===== config.mk =====
export PLATFORM = sky130hd
export DESIGN_NAME = comma_aligner
export DESIGN_NICKNAME = d
export VERILOG_FILES = /design/src/rtl/serdes_pkg.sv /design/src/rtl/sync_2ff.sv /design/src/rtl/comma_aligner.sv
export SDC_FILE = /design/constraint.sdc
export NUM_CORES = 1
export LEC_CHECK = 0
export CAP_MARGIN = 20
export CORE_MARGIN = 2
export CORE_UTILIZATION = 25
export DETAILED_ROUTE_END_ITERATION = 12
export DONT_BUFFER_PORTS = 1
export PLACE_DENSITY = 0.35
export SETUP_SLACK_MARGIN = 0.2
export SKIP_CTS_REPAIR_TIMING = 1
export SLEW_MARGIN = 20
export SYNTH_ARGS = -nofsm -noshare
export SYNTH_HDL_FRONTEND = slang
export SYNTH_SLANG_ARGS = --single-unit

===== constraint.sdc =====
create_clock -name varClk -period 5.09 [get_ports varClk]
set_clock_uncertainty 0.05 [all_clocks]
set_input_delay 1.527 -clock varClk [delete_from_list [all_inputs] [get_ports varClk]]
set_output_delay 1.527 -clock varClk [all_outputs]
set_load 0.005 [all_outputs]

===== src/rtl/serdes_pkg.sv =====
// Shared SERDES definitions: K28.5 comma codes, comma prefixes and the RX framer state encoding.
// Both the TX and RX paths import this package.
package serdes_pkg;

  localparam int SYM_W = 10;

  // Codes are written in abcdeifghj order, so bit 9 of each constant is 'a'.
  localparam logic [SYM_W-1:0] K28_5_RDN = 10'b0011111010;
  localparam logic [SYM_W-1:0] K28_5_RDP = 10'b1100000101;

  localparam logic [6:0] COMMA_PFX_RDN = 7'h7C;
  localparam logic [6:0] COMMA_PFX_RDP = 7'h03;

  typedef enum logic [1:0] {
    HUNT   = 2'd0,
    VERIFY = 2'd1,
    LOCKED = 2'd2
  } align_state_e;

endpackage


===== src/rtl/sync_2ff.sv =====
// Two-flop synchronizer for a single asynchronous input such as a GPIO pin.
module sync_2ff (
  input  logic clk,
  input  logic rst_n,
  input  logic i_d,
  output logic o_q
);

  logic r_meta;
  logic r_sync;

  always_ff @(posedge clk or negedge rst_n) begin
    if (!rst_n) begin
      r_meta <= 1'b0;
      r_sync <= 1'b0;
    end else begin
      r_meta <= i_d;
      r_sync <= r_meta;
    end
  end

  assign o_q = r_sync;

endmodule


===== src/rtl/comma_aligner.sv =====
// RX word framer: synchronizes the serial pin, hunts for K28.5 to find the 10-bit boundary
// and strobes out aligned symbols, holding lock until the decoder reports a run of errors.
module comma_aligner
  import serdes_pkg::*;
#(
  parameter int LOCK_COMMAS = 2,
  parameter int LOSS_ERRS   = 4
) (
  input  logic             varClk,
  input  logic             resetN,
  input  logic             sIn,
  input  logic             bitEn,
  input  logic             symErr,
  output logic [SYM_W-1:0] sym,
  output logic             symValid,
  output logic             isComma,
  output logic             locked,
  output logic             realign
);

  localparam logic [2:0] LOCK_N = 3'(LOCK_COMMAS);
  localparam logic [3:0] LOSS_N = 4'(LOSS_ERRS);

  logic             w_bit;
  logic [SYM_W-1:0] r_win;
  logic [3:0]       r_ph;
  logic [3:0]       w_phNext;
  logic [2:0]       r_cnt;
  logic [2:0]       w_cntNext;
  logic [3:0]       r_errCnt;
  logic [3:0]       w_errCntNext;
  align_state_e     r_state;
  align_state_e     w_stateNext;
  logic             w_comma;
  logic             w_boundary;
  logic             w_emit;
  logic             w_realign;
  logic [SYM_W-1:0] r_sym;
  logic             r_symValid;
  logic             r_isComma;
  logic             r_realign;

  sync_2ff u_sync (
    .clk  (varClk),
    .rst_n(resetN),
    .i_d  (sIn),
    .o_q  (w_bit)
  );

  assign w_comma    = (r_win[6:0] == COMMA_PFX_RDN) || (r_win[6:0] == COMMA_PFX_RDP);
  assign w_boundary = bitEn && (r_ph == 4'd9);

  always_ff @(posedge varClk or negedge resetN) begin
    if (!resetN) begin
      r_state  <= HUNT;
      r_ph     <= 4'd0;
      r_cnt    <= 3'd0;
      r_errCnt <= 4'd0;
    end else begin
      r_state  <= w_stateNext;
      r_ph     <= w_phNext;
      r_cnt    <= w_cntNext;
      r_errCnt <= w_errCntNext;
    end
  end

  // An aligned comma in VERIFY takes the boundary branch first, so it never realigns.
  always_comb begin
    w_stateNext  = r_state;
    w_phNext     = r_ph;
    w_cntNext    = r_cnt;
    w_errCntNext = r_errCnt;
    w_emit       = 1'b0;
    w_realign    = 1'b0;
    if (bitEn) begin
      w_phNext = (r_ph == 4'd9) ? 4'd0 : r_ph + 4'd1;
    end
    unique case (r_state)
      HUNT: begin
        if (bitEn && w_comma) begin
          w_emit      = 1'b1;
          w_realign   = 1'b1;
          w_phNext    = 4'd0;
          w_cntNext   = 3'd1;
          w_stateNext = (LOCK_N == 3'd1) ? LOCKED : VERIFY;
        end
      end
      VERIFY: begin
        if (w_boundary) begin
          w_emit = 1'b1;
          if (w_comma) begin
            w_cntNext = r_cnt + 3'd1;
            if (r_cnt + 3'd1 == LOCK_N) begin
              w_stateNext = LOCKED;
            end
          end
        end else if (bitEn && w_comma) begin
          w_emit    = 1'b1;
          w_realign = 1'b1;
          w_phNext  = 4'd0;
          w_cntNext = 3'd1;
        end
      end
      LOCKED: begin
        w_emit = w_boundary;
        if (r_symValid) begin
          if (!symErr) begin
            w_errCntNext = 4'd0;
          end else if (r_errCnt + 4'd1 == LOSS_N) begin
            w_stateNext  = HUNT;
            w_errCntNext = 4'd0;
            w_cntNext    = 3'd0;
          end else begin
            w_errCntNext = r_errCnt + 4'd1;
          end
        end
      end
      default: begin
        w_stateNext = HUNT;
      end
    endcase
  end

  always_ff @(posedge varClk or negedge resetN) begin
    if (!resetN) begin
      r_win      <= '0;
      r_sym      <= '0;
      r_symValid <= 1'b0;
      r_isComma  <= 1'b0;
      r_realign  <= 1'b0;
    end else begin
      if (bitEn) begin
        r_win <= {w_bit, r_win[SYM_W-1:1]};
      end
      if (w_emit) begin
        r_sym     <= r_win;
        r_isComma <= w_comma;
      end
      r_symValid <= w_emit;
      r_realign  <= w_realign;
    end
  end

  assign sym      = r_sym;
  assign symValid = r_symValid;
  assign isComma  = r_isComma;
  assign realign  = r_realign;
  assign locked   = (r_state == LOCKED);

endmodule

; ---- Yosys cells after proc, flatten, opt, wreduce, memory -nomap -nowiden
; Cells that the tools add are included.
[op_classes]
n_addsub = 3
eq_ne = 15
muxes = 27
reduce_logical = 8
[ops]
columns = cell, count
row1 = $mux 4, 6
row2 = $mux 3, 6
row3 = $mux 2, 7
row4 = $ne 2x2->1 const B, 5
row5 = $pmux 3 s3, 1
row6 = $add 4x1->4 const B, 2
row7 = $pmux 4 s2, 1
row8 = $eq 7x2->1 const B, 1
row9 = $eq 7x7->1 const B, 1
row10 = $reduce_and 7->1, 1
row11 = $pmux 2 s3, 1
row12 = $reduce_and 5->1, 1
row13 = $eq 4x3->1 const B, 1
row14 = $eq 4x4->1 const B, 1
row15 = $ne 2x1->1 const B, 2
row16 = $add 3x1->3 const B, 1
row17 = $eq 3x2->1 const B, 1
row18 = $mux 1, 3
row19 = $ne 3x3->1 const B, 1
row20 = $pmux 1 s3, 1
row21 = $reduce_bool 3->1, 1
row22 = $eq 2x1->1 const B, 1
row23 = $eq 2x2->1 const B, 1
row24 = $logic_and 1x1->1, 2
row25 = other kinds (4), 4
[word_totals]
regBits = 38
in_bits = 5

; ---- Depth between registers and ports, before layout
[logic_depth]
ltp_word = 6
mapped_depth = 8

; ---- Modules after synthesis
; Synthesis repeated with hierarchy kept, for this count alone.
[unflattened]
hier_cells = 170
hier_area_um2 = 1980.6
[modules_own_cells]
columns = module, instances, cells_per_inst, area_per_inst_um2, seq_area_each_um2
row1 = comma_aligner, 1, 168, 1930.6, 900.9
row2 = sync_2ff, 1, 2, 50.0, 50.0

; ---- Worst setup path after synthesis
; No wires, ideal clock.
[synth_timing]
path_kind = input -> register
start = input port bitEn
end = register r_sym[0], in the netlist sym[0]
arrival_time_ns = 2.804
required_ns = 4.915
setup_slack_ns = 2.111
path_stages = 7
n_path_buf = 2
cell_sequence = buf_4 > and4bb_1 > a22o_1 > a22oi_2 > a21oi_2 > buf_6 > mux2_4
[synth_between]
elab_chain_len = 4
word_cells_on_any_way = 5
[synth_lines]
columns = item, line_no
row1 = start: declaration, comma_aligner.sv:12  ; input logic bitEn,
row2 = $logic_and 1x1->1, "comma_aligner.sv:80, comma_aligner.sv:97"
row3 = $mux 1, "comma_aligner.sv:80, comma_aligner.sv:97"
row4 = $mux 1, comma_aligner.sv:89  ; if (w_boundary) begin
row5 = $pmux 1 s3 *, comma_aligner.sv:78  ; unique case (r_state)
row6 = net w_emit, comma_aligner.sv:36  ; logic w_emit;
row7 = end signal: assignment, comma_aligner.sv:136  ; r_sym <= r_win;
row8 = end: declaration, comma_aligner.sv:38  ; logic [SYM_W-1:0] r_sym;
; Mark *: on every way through the listed nets, which the timed path passes. The rest lies on a longest branch.
; A chain may end at the register's enable or synchronous reset.

; ---- Worst setup path after layout
[layout_timing]
start = input port bitEn
end = register r_sym[1], in the netlist sym[1]
[layout_between]
elab_chain_len = 4
word_cells_on_any_way = 5
[layout_lines]
columns = item, line_no
row1 = $logic_and 1x1->1, "comma_aligner.sv:80, comma_aligner.sv:97"
row2 = $mux 1, "comma_aligner.sv:80, comma_aligner.sv:97"
row3 = $mux 1, comma_aligner.sv:89
row4 = $pmux 1 s3 *, comma_aligner.sv:78
; Every way passes the cells marked *; elsewhere a longest branch is shown, timed or not.

==> flow_metrics.tcl <==
set metrics [dict create \
    drt.antenna.violating_nets 0 \
    kind_of_critical_path "in -> reg" \
    wire_per_inst_um 14.7 \
    switching_power_mw 0.344 \
    path_cells "and4bb_1 > a22o_1 > a22oi_2 > a21oi_2 > mux2_2" \
    combinationalPowerShare_pct 25.9 \
    hold_viol_final 0 \
    grt_usage_pct 10.1 \
    synth_commonest_cells "sky130_fd_sc_hd__dfrtp_1 (38), sky130_fd_sc_hd__nand2_1 (14), sky130_fd_sc_hd__mux2_2 (13)" \
    fillers 811 \
    postSynth.asyncResetShare_pct 100 \
    initial_core_util_pct 25.8 \
    syn_inst 170 \
    ctsRootBufferMaster "sky130_fd_sc_hd__clkbuf_8" \
    top_signal_layer_used "met4" \
    cp_data_arrival_time_ps 3170 \
    fmax_mhz 328 \
    routedLengthMet1_um 1920 \
    drt_iter0_drc 62 \
    die_y_um 93.0 \
    cts.sinks 38 \
    met3RoutedLength_um 171 \
    dpl.hpwl_um 2880 \
    fin_worst_hold_slack_ps 304 \
    area.growth.synth_to_final_pct 11.7 \
    pwr-share-seq_pct 44.8 \
    number_of_antenna_violations_at_the_first_check_in_global_routing 0 \
    grt_pass1_vias 1324 \
    wl_met2_um 1890 \
    irDropWorstVdd_uv 146 \
    yosysMostFrequentCell "sky130_fd_sc_hd__dfrtp_1" \
    mappedNetlistNets 185 \
    route.final.wire_length_um 4030 \
    max-cap-violations 0 \
    design.core.area_mm2 0.00769 \
    numCtsBuffers 5 \
    fraction_of_power_spent_switching_nets_pct 31.5 \
    min_path_type "reg -> reg" \
    io_buffers 0 \
    fraction_of_layout_cells_with_a_size_suffix_above_1_pct 20.3 \
    dominantRegCellSynth "sky130_fd_sc_hd__dfrtp_1" \
    grt_max_degree 39 \
    grt_pass1_wl_um 6800 \
    routabilityCongestion 0.808 \
    vias_per_cell 4.68 \
    post_synth_instance_area_mm2 0.00198 \
    run_status "completed" \
    ios 19 \
    final_cell_count_no_fill 274 \
    internal-power_mw 0.749 \
    final.setup.tns_ps 0 \
    postSynthAreaPerCell_um2 11.7 \
    width_of_the_die_um 93.0 \
    num_antenna_cells 0 \
    numPlacedInstances 266 \
    std_cell_rows 32 \
    totalPowerFinal_mw 1.09 \
    synth_enable_flop_cells 0 \
    cpPeakStageDelay_ps 730 \
    crit_required_ps 5220 \
    yosysTopAreaCellShare_pct 48.0 \
    clock_power_share_pct 29.3 \
    power-per-cell-area_mw_per_mm2 494 \
    grt_setup_unrepaired "false" \
    timing.critical_path.to_type "register" \
    synth_warnings 0 \
    cts.path.max_buffers 2 \
    design.die.area_mm2 0.00865 \
    slowest_stage "sky130_fd_sc_hd__a21oi_2" \
    r2r_slack_ps 2560 \
    synth-seq-area-share_pct 48.0 \
    period_share_pct 59.8 \
    route.detailed.drc 0 \
    slew_headroom_pct 40.6 \
    report.final.slew_viol_count 0 \
    grt_overflow 0 \
    cts.clk_slew.worst_paths_ps 80 \
    cts_tree "done" \
    ys_ff_latch 38 \
    clk-insertion-delay-late_ps 290 \
    final_critical_period_ps 3040 \
    worst_setup_path_start_kind "input port" \
    netlist.top_cell.by_area "sky130_fd_sc_hd__dfrtp_1" \
    setup_viol 0 \
    firstDrtPassIters 4 \
    power.static_leakage_nw 0.974 \
    route.vias.total 1281 \
    cp_max_fo 19 \
    post_synth_main_area_contributors "sky130_fd_sc_hd__dfrtp_1 (48%), sky130_fd_sc_hd__mux2_2 (7.4%), sky130_fd_sc_hd__mux2_4 (6.8%)" \
    clock_tree.htree_level_count 2 \
    synth_cell_type_count 47 \
    finish.net_count 186 \
    tightestPinTransition_ps 891 \
]
## worst max-delay path, delay by kind of cell
family	cells	cell delay (ps)
AOI/OAI and AO/OA	3	1020
and+or+nand+nor	1	200
muxes	1	410
## metrics by stage
stage | utilization [%] | setup WS (ps) | cell area [um2]
after global placement | 26.9 | 1770 | 2070
after global routing | 28.8 | 1950 | 2210
after detailed placement | 26.9 | 1700 | 2070
final | 28.8 | 2050 | 2210
after CTS | 28.8 | 2020 | 2210
after floorplan | - | 2110 | 1980
## layout make-up
type / count / area (um2) / share of cell area [%]
inverters: 7 / 26.3 / 1.19
multi-input cells: 119 / 966 / 43.6
well taps: 102 / 128 / 5.77
flip-flops and latches: 38 / 951 / 43.0
clock buffers: 6 / 82.6 / 3.73
clock inverters: 2 / 60.1 / 2.71
## power by group through the flow
stage / sequential (mW) / clock [mW] / combinational, mW
2_1_floorplan: 0.463 / 0 / 0.246
3_3_place_gp: 0.495 / 0 / 0.283
3_5_place_dp: 0.496 / 0 / 0.288
4_1_cts: 0.493 / 0.332 / 0.287
5_1_grt: 0.505 / 0.344 / 0.318
6_report: 0.490 / 0.320 / 0.283
## layout by cell type (no fill, tap or decap), types with 2 or more instances in the layout
cell | Yosys | layout
sky130_fd_sc_hd__inv_1 | 7 | 7
sky130_fd_sc_hd__nand2_1 | 14 | 14
sky130_fd_sc_hd__ha_1 | 10 | 10
sky130_fd_sc_hd__nand4_1 | 2 | 2
sky130_fd_sc_hd__clkbuf_8 | 0 | 6
sky130_fd_sc_hd__mux2i_1 | 2 | 2
sky130_fd_sc_hd__nand3b_1 | 2 | 2
sky130_fd_sc_hd__a31oi_1 | 2 | 2
sky130_fd_sc_hd__nor3_1 | 3 | 3
sky130_fd_sc_hd__mux2_4 | 9 | 9
sky130_fd_sc_hd__xor2_1 | 3 | 3
sky130_fd_sc_hd__o21ai_0 | 6 | 6
sky130_fd_sc_hd__a21oi_1 | 5 | 5
sky130_fd_sc_hd__and4b_1 | 2 | 2
sky130_fd_sc_hd__dfrtp_1 | 38 | 38
sky130_fd_sc_hd__nand2b_1 | 3 | 3
sky130_fd_sc_hd__nor2_1 | 12 | 12
sky130_fd_sc_hd__nand3_1 | 3 | 3
sky130_fd_sc_hd__mux2_2 | 13 | 13
sky130_fd_sc_hd__a21o_1 | 4 | 4
sky130_fd_sc_hd__bufinv_16 | 0 | 2
sky130_fd_sc_hd__a22o_1 | 2 | 2
## logic make-up after synthesis
| group | synth area share, % |
|---|---|
| AND/OR/NAND/NOR | 12.6 |
| buffers and inverters | 3.22 |
| adder cells (fa/ha/maj) | 6.32 |
| flip-flops | 48.0 |
| XOR/XNOR | 1.33 |
| AO/OA/AOI/OAI | 13.3 |
| multiplexers | 15.2 |
## state kept, by name, summed over array words and instances (netlist names)
register	cells
u_sync.o_q	1
isComma	1
r_ph	4
r_state	2
r_errCnt	4
symValid	1
sym	10
r_cnt	3
r_win	10
u_sync.r_meta	1
realign	1
## final timing paths
path,from,endpoint,cells after the start
worst max register to register,r_win[2],sym[1],5
min in group asynchronous,resetN,u_sync.r_meta,0
worst min register to register,u_sync.r_meta,u_sync.o_q,0
worst min-delay path,u_sync.r_meta,u_sync.o_q,0
worst max-delay path,bitEn,sym[1],5
max in group asynchronous,resetN,r_ph[1],0
## routing by layer
metal	track usage, %	up-vias
met2	16.3	26
met5	0	-
met3	2.82	6
li1	-	618
met1	13.0	631
met4	3.55	0
(Power assumes the default switching activity.)
